File: config.mk
export PLATFORM = sky130hd
export DESIGN_NAME = ps2_mouse_packet_rx
export DESIGN_NICKNAME = d
export VERILOG_FILES = /design/src/rtl/ps2_pkg.sv /design/src/rtl/ps2_line_filter.sv /design/src/rtl/ps2_mouse_packet_rx.sv
export SDC_FILE = /design/constraint.sdc
export NUM_CORES = 1
export LEC_CHECK = 0
export BUFFER_PORTS_ARGS = -buffer_cell sky130_fd_sc_hd__buf_2
export CORE_MARGIN = 2
export CORE_UTILIZATION = 45
export CTS_CLUSTER_DIAMETER = 100
export DETAILED_ROUTE_END_ITERATION = 7
export MAX_ROUTING_LAYER = met4
export SETUP_SLACK_MARGIN = 0.05
export SLEW_MARGIN = 20
export SYNTH_ARGS = -nofsm -noshare
export SYNTH_HDL_FRONTEND = slang
export SYNTH_SLANG_ARGS = --single-unit
File: constraint.sdc
create_clock -name clock_100Mhz -period 4 [get_ports clock_100Mhz]
set_input_delay 0.6 -clock clock_100Mhz [delete_from_list [all_inputs] [get_ports clock_100Mhz]]
set_output_delay 0.6 -clock clock_100Mhz [all_outputs]
set_load 0.05 [all_outputs]
File: src/rtl/ps2_pkg.sv
// Shared types and constants for the PS/2 mouse receive path.
package ps2_pkg;

    typedef enum logic [1:0] {
        IDLE   = 2'd0,
        DATA   = 2'd1,
        PARITY = 2'd2,
        STOP   = 2'd3
    } frame_state_t;

    localparam int PS2_DATA_BITS = 8;

    // Position of the next byte within a 3-byte movement packet
    localparam logic [1:0] PKT_STATUS = 2'd0;
    localparam logic [1:0] PKT_X      = 2'd1;
    localparam logic [1:0] PKT_Y      = 2'd2;

    // Bit positions inside the status byte
    localparam int SYNC  = 3;
    localparam int XSIGN = 4;
    localparam int YSIGN = 5;
    localparam int XOVF  = 6;
    localparam int YOVF  = 7;

endpackage

File: src/rtl/ps2_line_filter.sv
// Brings the asynchronous PS/2 lines into the system clock domain.
// The clock line is debounced and turned into a one-cycle falling-edge strobe;
// the data line is only synchronised, since it is sampled mid-bit.
module ps2_line_filter #(
    parameter int FILTER_LEN = 8
) (
    input  logic clock_100Mhz,
    input  logic reset,
    input  logic ps2_clk,
    input  logic ps2_data,
    output logic clk_fall,
    output logic data_sync
);

    localparam int CW = $clog2(FILTER_LEN) + 1;

    logic          clk_s1_q, clk_s2_q;
    logic          data_s1_q, data_s2_q;
    logic          filt_q, filt_d;
    logic [CW-1:0] flt_cnt_q, flt_cnt_d;
    logic          fall_q, fall_d;

    // Two-flop synchronisers; lines idle high so reset to 1
    always_ff @(posedge clock_100Mhz or posedge reset) begin
        if (reset) begin
            clk_s1_q  <= 1'b1;
            clk_s2_q  <= 1'b1;
            data_s1_q <= 1'b1;
            data_s2_q <= 1'b1;
        end else begin
            clk_s1_q  <= ps2_clk;
            clk_s2_q  <= clk_s1_q;
            data_s1_q <= ps2_data;
            data_s2_q <= data_s1_q;
        end
    end

    // Filtered clock follows the synchronised clock only after FILTER_LEN
    // consecutive differing samples; any agreeing sample restarts the run
    always_comb begin
        filt_d    = filt_q;
        flt_cnt_d = flt_cnt_q;
        if (clk_s2_q == filt_q) begin
            flt_cnt_d = '0;
        end else if (flt_cnt_q == CW'(FILTER_LEN - 1)) begin
            filt_d    = clk_s2_q;
            flt_cnt_d = '0;
        end else begin
            flt_cnt_d = flt_cnt_q + 1'b1;
        end
        fall_d = filt_q & ~filt_d;
    end

    // Filter state and registered falling-edge strobe
    always_ff @(posedge clock_100Mhz or posedge reset) begin
        if (reset) begin
            filt_q    <= 1'b1;
            flt_cnt_q <= '0;
            fall_q    <= 1'b0;
        end else begin
            filt_q    <= filt_d;
            flt_cnt_q <= flt_cnt_d;
            fall_q    <= fall_d;
        end
    end

    assign clk_fall  = fall_q;
    assign data_sync = data_s2_q;

endmodule

File: src/rtl/ps2_mouse_packet_rx.sv
// PS/2 mouse receiver: deframes 11-bit frames, checks start/parity/stop,
// assembles 3-byte movement packets and publishes sign-extended deltas.
module ps2_mouse_packet_rx
    import ps2_pkg::*;
#(
    parameter int CLK_FILTER_LEN = 8,
    parameter int TIMEOUT_CYCLES = 200000
) (
    input  logic       clock_100Mhz,
    input  logic       reset,
    input  logic       ps2_clk,
    input  logic       ps2_data,
    output logic       pkt_valid,
    output logic [8:0] dx,
    output logic [8:0] dy,
    output logic [2:0] buttons,
    output logic       x_ovf,
    output logic       y_ovf,
    output logic       frame_err,
    output logic       sync_err
);

    localparam int               TO_W   = $clog2(TIMEOUT_CYCLES + 1);
    localparam logic [TO_W-1:0]  TO_MAX = TO_W'(TIMEOUT_CYCLES);
    localparam logic [TO_W-1:0]  TO_HIT = TO_W'(TIMEOUT_CYCLES - 1);

    logic clk_fall, data_s;

    ps2_line_filter #(.FILTER_LEN(CLK_FILTER_LEN)) u_filt (
        .clock_100Mhz (clock_100Mhz),
        .reset        (reset),
        .ps2_clk      (ps2_clk),
        .ps2_data     (ps2_data),
        .clk_fall     (clk_fall),
        .data_sync    (data_s)
    );

    frame_state_t    state_q, state_d;
    logic [2:0]      bit_cnt_q, bit_cnt_d;
    logic [7:0]      shift_q, shift_d;
    logic            par_q, par_d;
    logic [7:0]      byte_q, byte_d;
    logic            byte_stb_q, byte_stb_d;
    logic            frame_err_q, frame_err_d;
    logic [TO_W-1:0] to_cnt_q, to_cnt_d;
    logic            frame_bad, to_hit;

    logic [1:0]      pkt_idx_q, pkt_idx_d;
    logic [7:0]      status_q, status_d;
    logic [7:0]      x_q, x_d;
    logic [8:0]      dx_q, dx_d, dy_q, dy_d;
    logic [2:0]      buttons_q, buttons_d;
    logic            x_ovf_q, x_ovf_d, y_ovf_q, y_ovf_d;
    logic            pkt_valid_q, pkt_valid_d;
    logic            sync_err_q, sync_err_d;

    // Frame deframer and inactivity timeout; one step per filtered falling edge
    always_comb begin
        state_d     = state_q;
        bit_cnt_d   = bit_cnt_q;
        shift_d     = shift_q;
        par_d       = par_q;
        byte_d      = byte_q;
        byte_stb_d  = 1'b0;
        frame_err_d = 1'b0;
        frame_bad   = 1'b0;
        to_hit      = 1'b0;
        to_cnt_d    = to_cnt_q;
        if (clk_fall) begin
            // An edge always wins over a coincident timeout
            to_cnt_d = '0;
            unique case (state_q)
                IDLE: begin
                    if (!data_s) begin
                        state_d   = DATA;
                        bit_cnt_d = '0;
                    end
                end
                DATA: begin
                    shift_d   = {data_s, shift_q[7:1]};
                    bit_cnt_d = bit_cnt_q + 1'b1;
                    if (bit_cnt_q == 3'(PS2_DATA_BITS - 1)) state_d = PARITY;
                end
                PARITY: begin
                    par_d   = data_s;
                    state_d = STOP;
                end
                STOP: begin
                    if ((^shift_q ^ par_q) && data_s) begin
                        byte_d     = shift_q;
                        byte_stb_d = 1'b1;
                    end else begin
                        frame_err_d = 1'b1;
                        frame_bad   = 1'b1;
                    end
                    state_d = IDLE;
                end
                default: state_d = IDLE;
            endcase
        end else begin
            if (to_cnt_q != TO_MAX) to_cnt_d = to_cnt_q + 1'b1;
            if (to_cnt_q == TO_HIT) begin
                to_hit = 1'b1;
                if (state_q != IDLE) begin
                    frame_err_d = 1'b1;
                    state_d     = IDLE;
                end
            end
        end
    end

    // Packet assembly; outputs are registered one cycle after the Y byte strobe
    always_comb begin
        pkt_idx_d   = pkt_idx_q;
        status_d    = status_q;
        x_d         = x_q;
        dx_d        = dx_q;
        dy_d        = dy_q;
        buttons_d   = buttons_q;
        x_ovf_d     = x_ovf_q;
        y_ovf_d     = y_ovf_q;
        pkt_valid_d = 1'b0;
        sync_err_d  = 1'b0;
        if (frame_bad || to_hit) begin
            pkt_idx_d = PKT_STATUS;
        end else if (byte_stb_q) begin
            unique case (pkt_idx_q)
                PKT_STATUS: begin
                    if (byte_q[SYNC]) begin
                        status_d  = byte_q;
                        pkt_idx_d = PKT_X;
                    end else begin
                        sync_err_d = 1'b1;
                    end
                end
                PKT_X: begin
                    x_d       = byte_q;
                    pkt_idx_d = PKT_Y;
                end
                PKT_Y: begin
                    dx_d        = {status_q[XSIGN], x_q};
                    dy_d        = {status_q[YSIGN], byte_q};
                    buttons_d   = status_q[2:0];
                    x_ovf_d     = status_q[XOVF];
                    y_ovf_d     = status_q[YOVF];
                    pkt_valid_d = 1'b1;
                    pkt_idx_d   = PKT_STATUS;
                end
                default: pkt_idx_d = PKT_STATUS;
            endcase
        end
    end

    // State registers for both the deframer and the packet assembler
    always_ff @(posedge clock_100Mhz or posedge reset) begin
        if (reset) begin
            state_q     <= IDLE;
            bit_cnt_q   <= '0;
            shift_q     <= '0;
            par_q       <= 1'b0;
            byte_q      <= '0;
            byte_stb_q  <= 1'b0;
            frame_err_q <= 1'b0;
            to_cnt_q    <= '0;
            pkt_idx_q   <= PKT_STATUS;
            status_q    <= '0;
            x_q         <= '0;
            dx_q        <= '0;
            dy_q        <= '0;
            buttons_q   <= '0;
            x_ovf_q     <= 1'b0;
            y_ovf_q     <= 1'b0;
            pkt_valid_q <= 1'b0;
            sync_err_q  <= 1'b0;
        end else begin
            state_q     <= state_d;
            bit_cnt_q   <= bit_cnt_d;
            shift_q     <= shift_d;
            par_q       <= par_d;
            byte_q      <= byte_d;
            byte_stb_q  <= byte_stb_d;
            frame_err_q <= frame_err_d;
            to_cnt_q    <= to_cnt_d;
            pkt_idx_q   <= pkt_idx_d;
            status_q    <= status_d;
            x_q         <= x_d;
            dx_q        <= dx_d;
            dy_q        <= dy_d;
            buttons_q   <= buttons_d;
            x_ovf_q     <= x_ovf_d;
            y_ovf_q     <= y_ovf_d;
            pkt_valid_q <= pkt_valid_d;
            sync_err_q  <= sync_err_d;
        end
    end

    assign pkt_valid = pkt_valid_q;
    assign dx        = dx_q;
    assign dy        = dy_q;
    assign buttons   = buttons_q;
    assign x_ovf     = x_ovf_q;
    assign y_ovf     = y_ovf_q;
    assign frame_err = frame_err_q;
    assign sync_err  = sync_err_q;

endmodule

==> out/results.ini <==
[floorplanning]
fp.dieArea_mm2 = 0.009674
dieHeight_um = 98.36
rows = 34
initial_core_util = 0.4616
boundaryPins = 30
fp.dieW_um = 98.36
fp.coreArea_mm2 = 0.008678

[synthesis]
synth_area_mm2 = 0.004006
synthesis.nets = 318
yosys-top-cells-area = dfrtp_1 56%, mux2_2 14%, dfstp_2 3.3%
yosysUniqueCellTypes = 36
syn-instance-count = 305
ys.flop_type = dfrtp_1
synth_top_area_share = 0.5559
yosys.cell_count.top_type = dfrtp_1
synth_edf_count = 0
ys_ff_latch = 94
synth_compound_area_frac = 0.03467
async_flop_share = 1.000
synth_xor_area_frac = 0.04934
synth-adder-area-share = 0.02811
yosys_warnings = 0
synth_top_family_by_area = multiplexers
synth_area_per_cell_um2 = 13.14
yosys.area_share.simple = 0.1109
synth_top_area_cell = dfrtp_1
synth_commonest_cells = 89 x dfrtp_1, 50 x mux2_2, 23 x nor2_1
yosysSeqAreaShare = 0.5887
synthMuxAreaShare = 0.1668

[clocking]
cts_root_buf = clkbuf_8
clkTransAtPathRegs_ps = 90
cts_buffers = 9
cts.path.max_buffers = 2
insertion_delay_ps = 360
h-tree-depth = 3
cts_tree = done
cts_num_sinks = 94
cts_setup_buffers = 0
postCtsHoldBufs = 0
cts_resized = 0

[pwr]
p_leak_nw = 2.207
ir_drop_mv = 0.2388
power_density_mw_per_mm2 = 394.6
power_mw = 1.760

[timing]
setup_viol = 0
fin_crit_sh = 0.6250
min_period_ps = 2500
fin_setup_tns_ps = 0
grt_setup_unrepaired = no
worst_pin_slew_ps = 818.2
maxSlewViolCount = 0
max_freq_mhz = 400.0
finalWorstSetupSlack_ps = 1500
hold_viol_final = 0
max_slew_margin = 0.4539
clock_skew_ps = 13.94
whs_ps = 328.4

[global_route]
grt-ovfl-total = 0
grt_first_pass_wirelength_mm = 11.10
grtUsageTotal = 0.1473
antenna_found_initial = 0
grt_max_degree = 49
grt_pass1_vias = 2319

[placed_design]
gp_congestion = 0.7622
dp_hpwl_mm = 4.240
port_buffers = 29
placed_cells_incl_taps = 437
place_ws_ps = 1476
place_area_mm2 = 0.004267

[critical_path]
cp.required_ps = 4250
cpMaxStageDelayCell = nand3_2
cp_max_fo = 24
crit_top_cell = xnor2_1
slowest_delay_ps = 490
critPathKind = reg2reg
path_cells = xnor2_1, xnor3_1, xnor2_1, a21o_2, nand3_2, mux2_2
cpLargestDelayFamily = XOR/XNOR gates
crit_cells = 6
cp.buffers_inverters = 0
start_kind = flop
rr_worst_depth = 6
cp-end-kind = flop
cp.arrival_ps = 2750

[finish]
fillers = 781
stdcell_count = 452
regArea_mm2 = 0.002359
multi_input_area_mm2 = 0.001562
drive_gt1_frac = 0.3430
diodes = 0
area_delta_synth_final_pct = 11.31
fin_util = 0.5138
final_area_mm2 = 0.004459
finalNetCount = 353

[worst_hold_path]
hold_depth = 1
hold_class = in2reg

[detailed_routing]
drt-vias-per-instance = 5.115
wire_per_inst_um = 13.76
drtAntennaViolNets = 0
firstDrtPassIters = 4
num_vias = 2312
drt_iter0_markers = 86
drc = 0
wl_mm = 6.218

[outcome]
status = finished, final reports clean

[flow_run]
maxCapViolCount = 0

worst register-to-register path, stage by stage (launching register included):
cell	delay, ps
dfrtp_1	430
xnor2_1	220
xnor3_1	350
xnor2_1	210
a21o_2	210
nand3_2	490
mux2_2	480
metal layers:
layer,vias to the layer above,share of wire,GRT usage
li1,1132,-,-
met1,1141,0.46,0.1813
met2,28,0.49,0.2329
met3,11,0.033,0.04009
met4,0,0.018,0.05690
met5,-,0,-
power breakdown:
part	internal (mW)	switching, mW
registers	0.995	0.0446
logic	0.0458	0.0519
clock network	0.290	0.333
total	1.33	0.430
flip-flops by register name, summed over array words and instances (netlist names), 2 cells and up:
signal	cells
status_q	7
state_q	2
bit_cnt_q	3
byte_q	8
pkt_idx_q	2
u_filt.flt_cnt_q	4
dy	9
dx	9
buttons	3
x_q	8
shift_q	8
to_cnt_q	18
final cells by class:
class,count,share of cell area
clock buffer,9,0.02778
clock inverter,6,0.01543
inverter,10,0.008698
multi-input combinational,194,0.3502
sequential,94,0.5289
tap,108,0.03030
timing repair buffer,31,0.03872
kinds of logic after synthesis:
logic type,after synthesis
xor+xnor,21
buf+inv,17
flops,94
mux,57
compound gates,24
fa+ha+maj,9
simple gates,83
final timing paths:
check / start / to / slack (ps)
min: ps2_clk / u_filt.clk_s1_q / 330
max reg2reg: shift_q[5] / dx[1] / 1500
max: shift_q[5] / dx[1] / 1500
min reg2reg: u_filt.clk_s1_q / u_filt.clk_s2_q / 360
min in group asynchronous: reset / y_ovf / 350
max in group asynchronous: reset / u_filt.data_sync / 2860
layout by cell type (no fill, tap or decap), drive strengths merged, types with 4 or more instances in the layout:
cell,n
ha,9
xnor2,13
or3,4
inv,11
clkbuf,9
o21ai,9
xor2,7
mux2,57
buf,31
nor2,24
a21oi,10
dfstp,5
nor3,4
nand4,5
dfrtp,89
nand2,18
nand3,11
(Power assumes the default switching activity.)
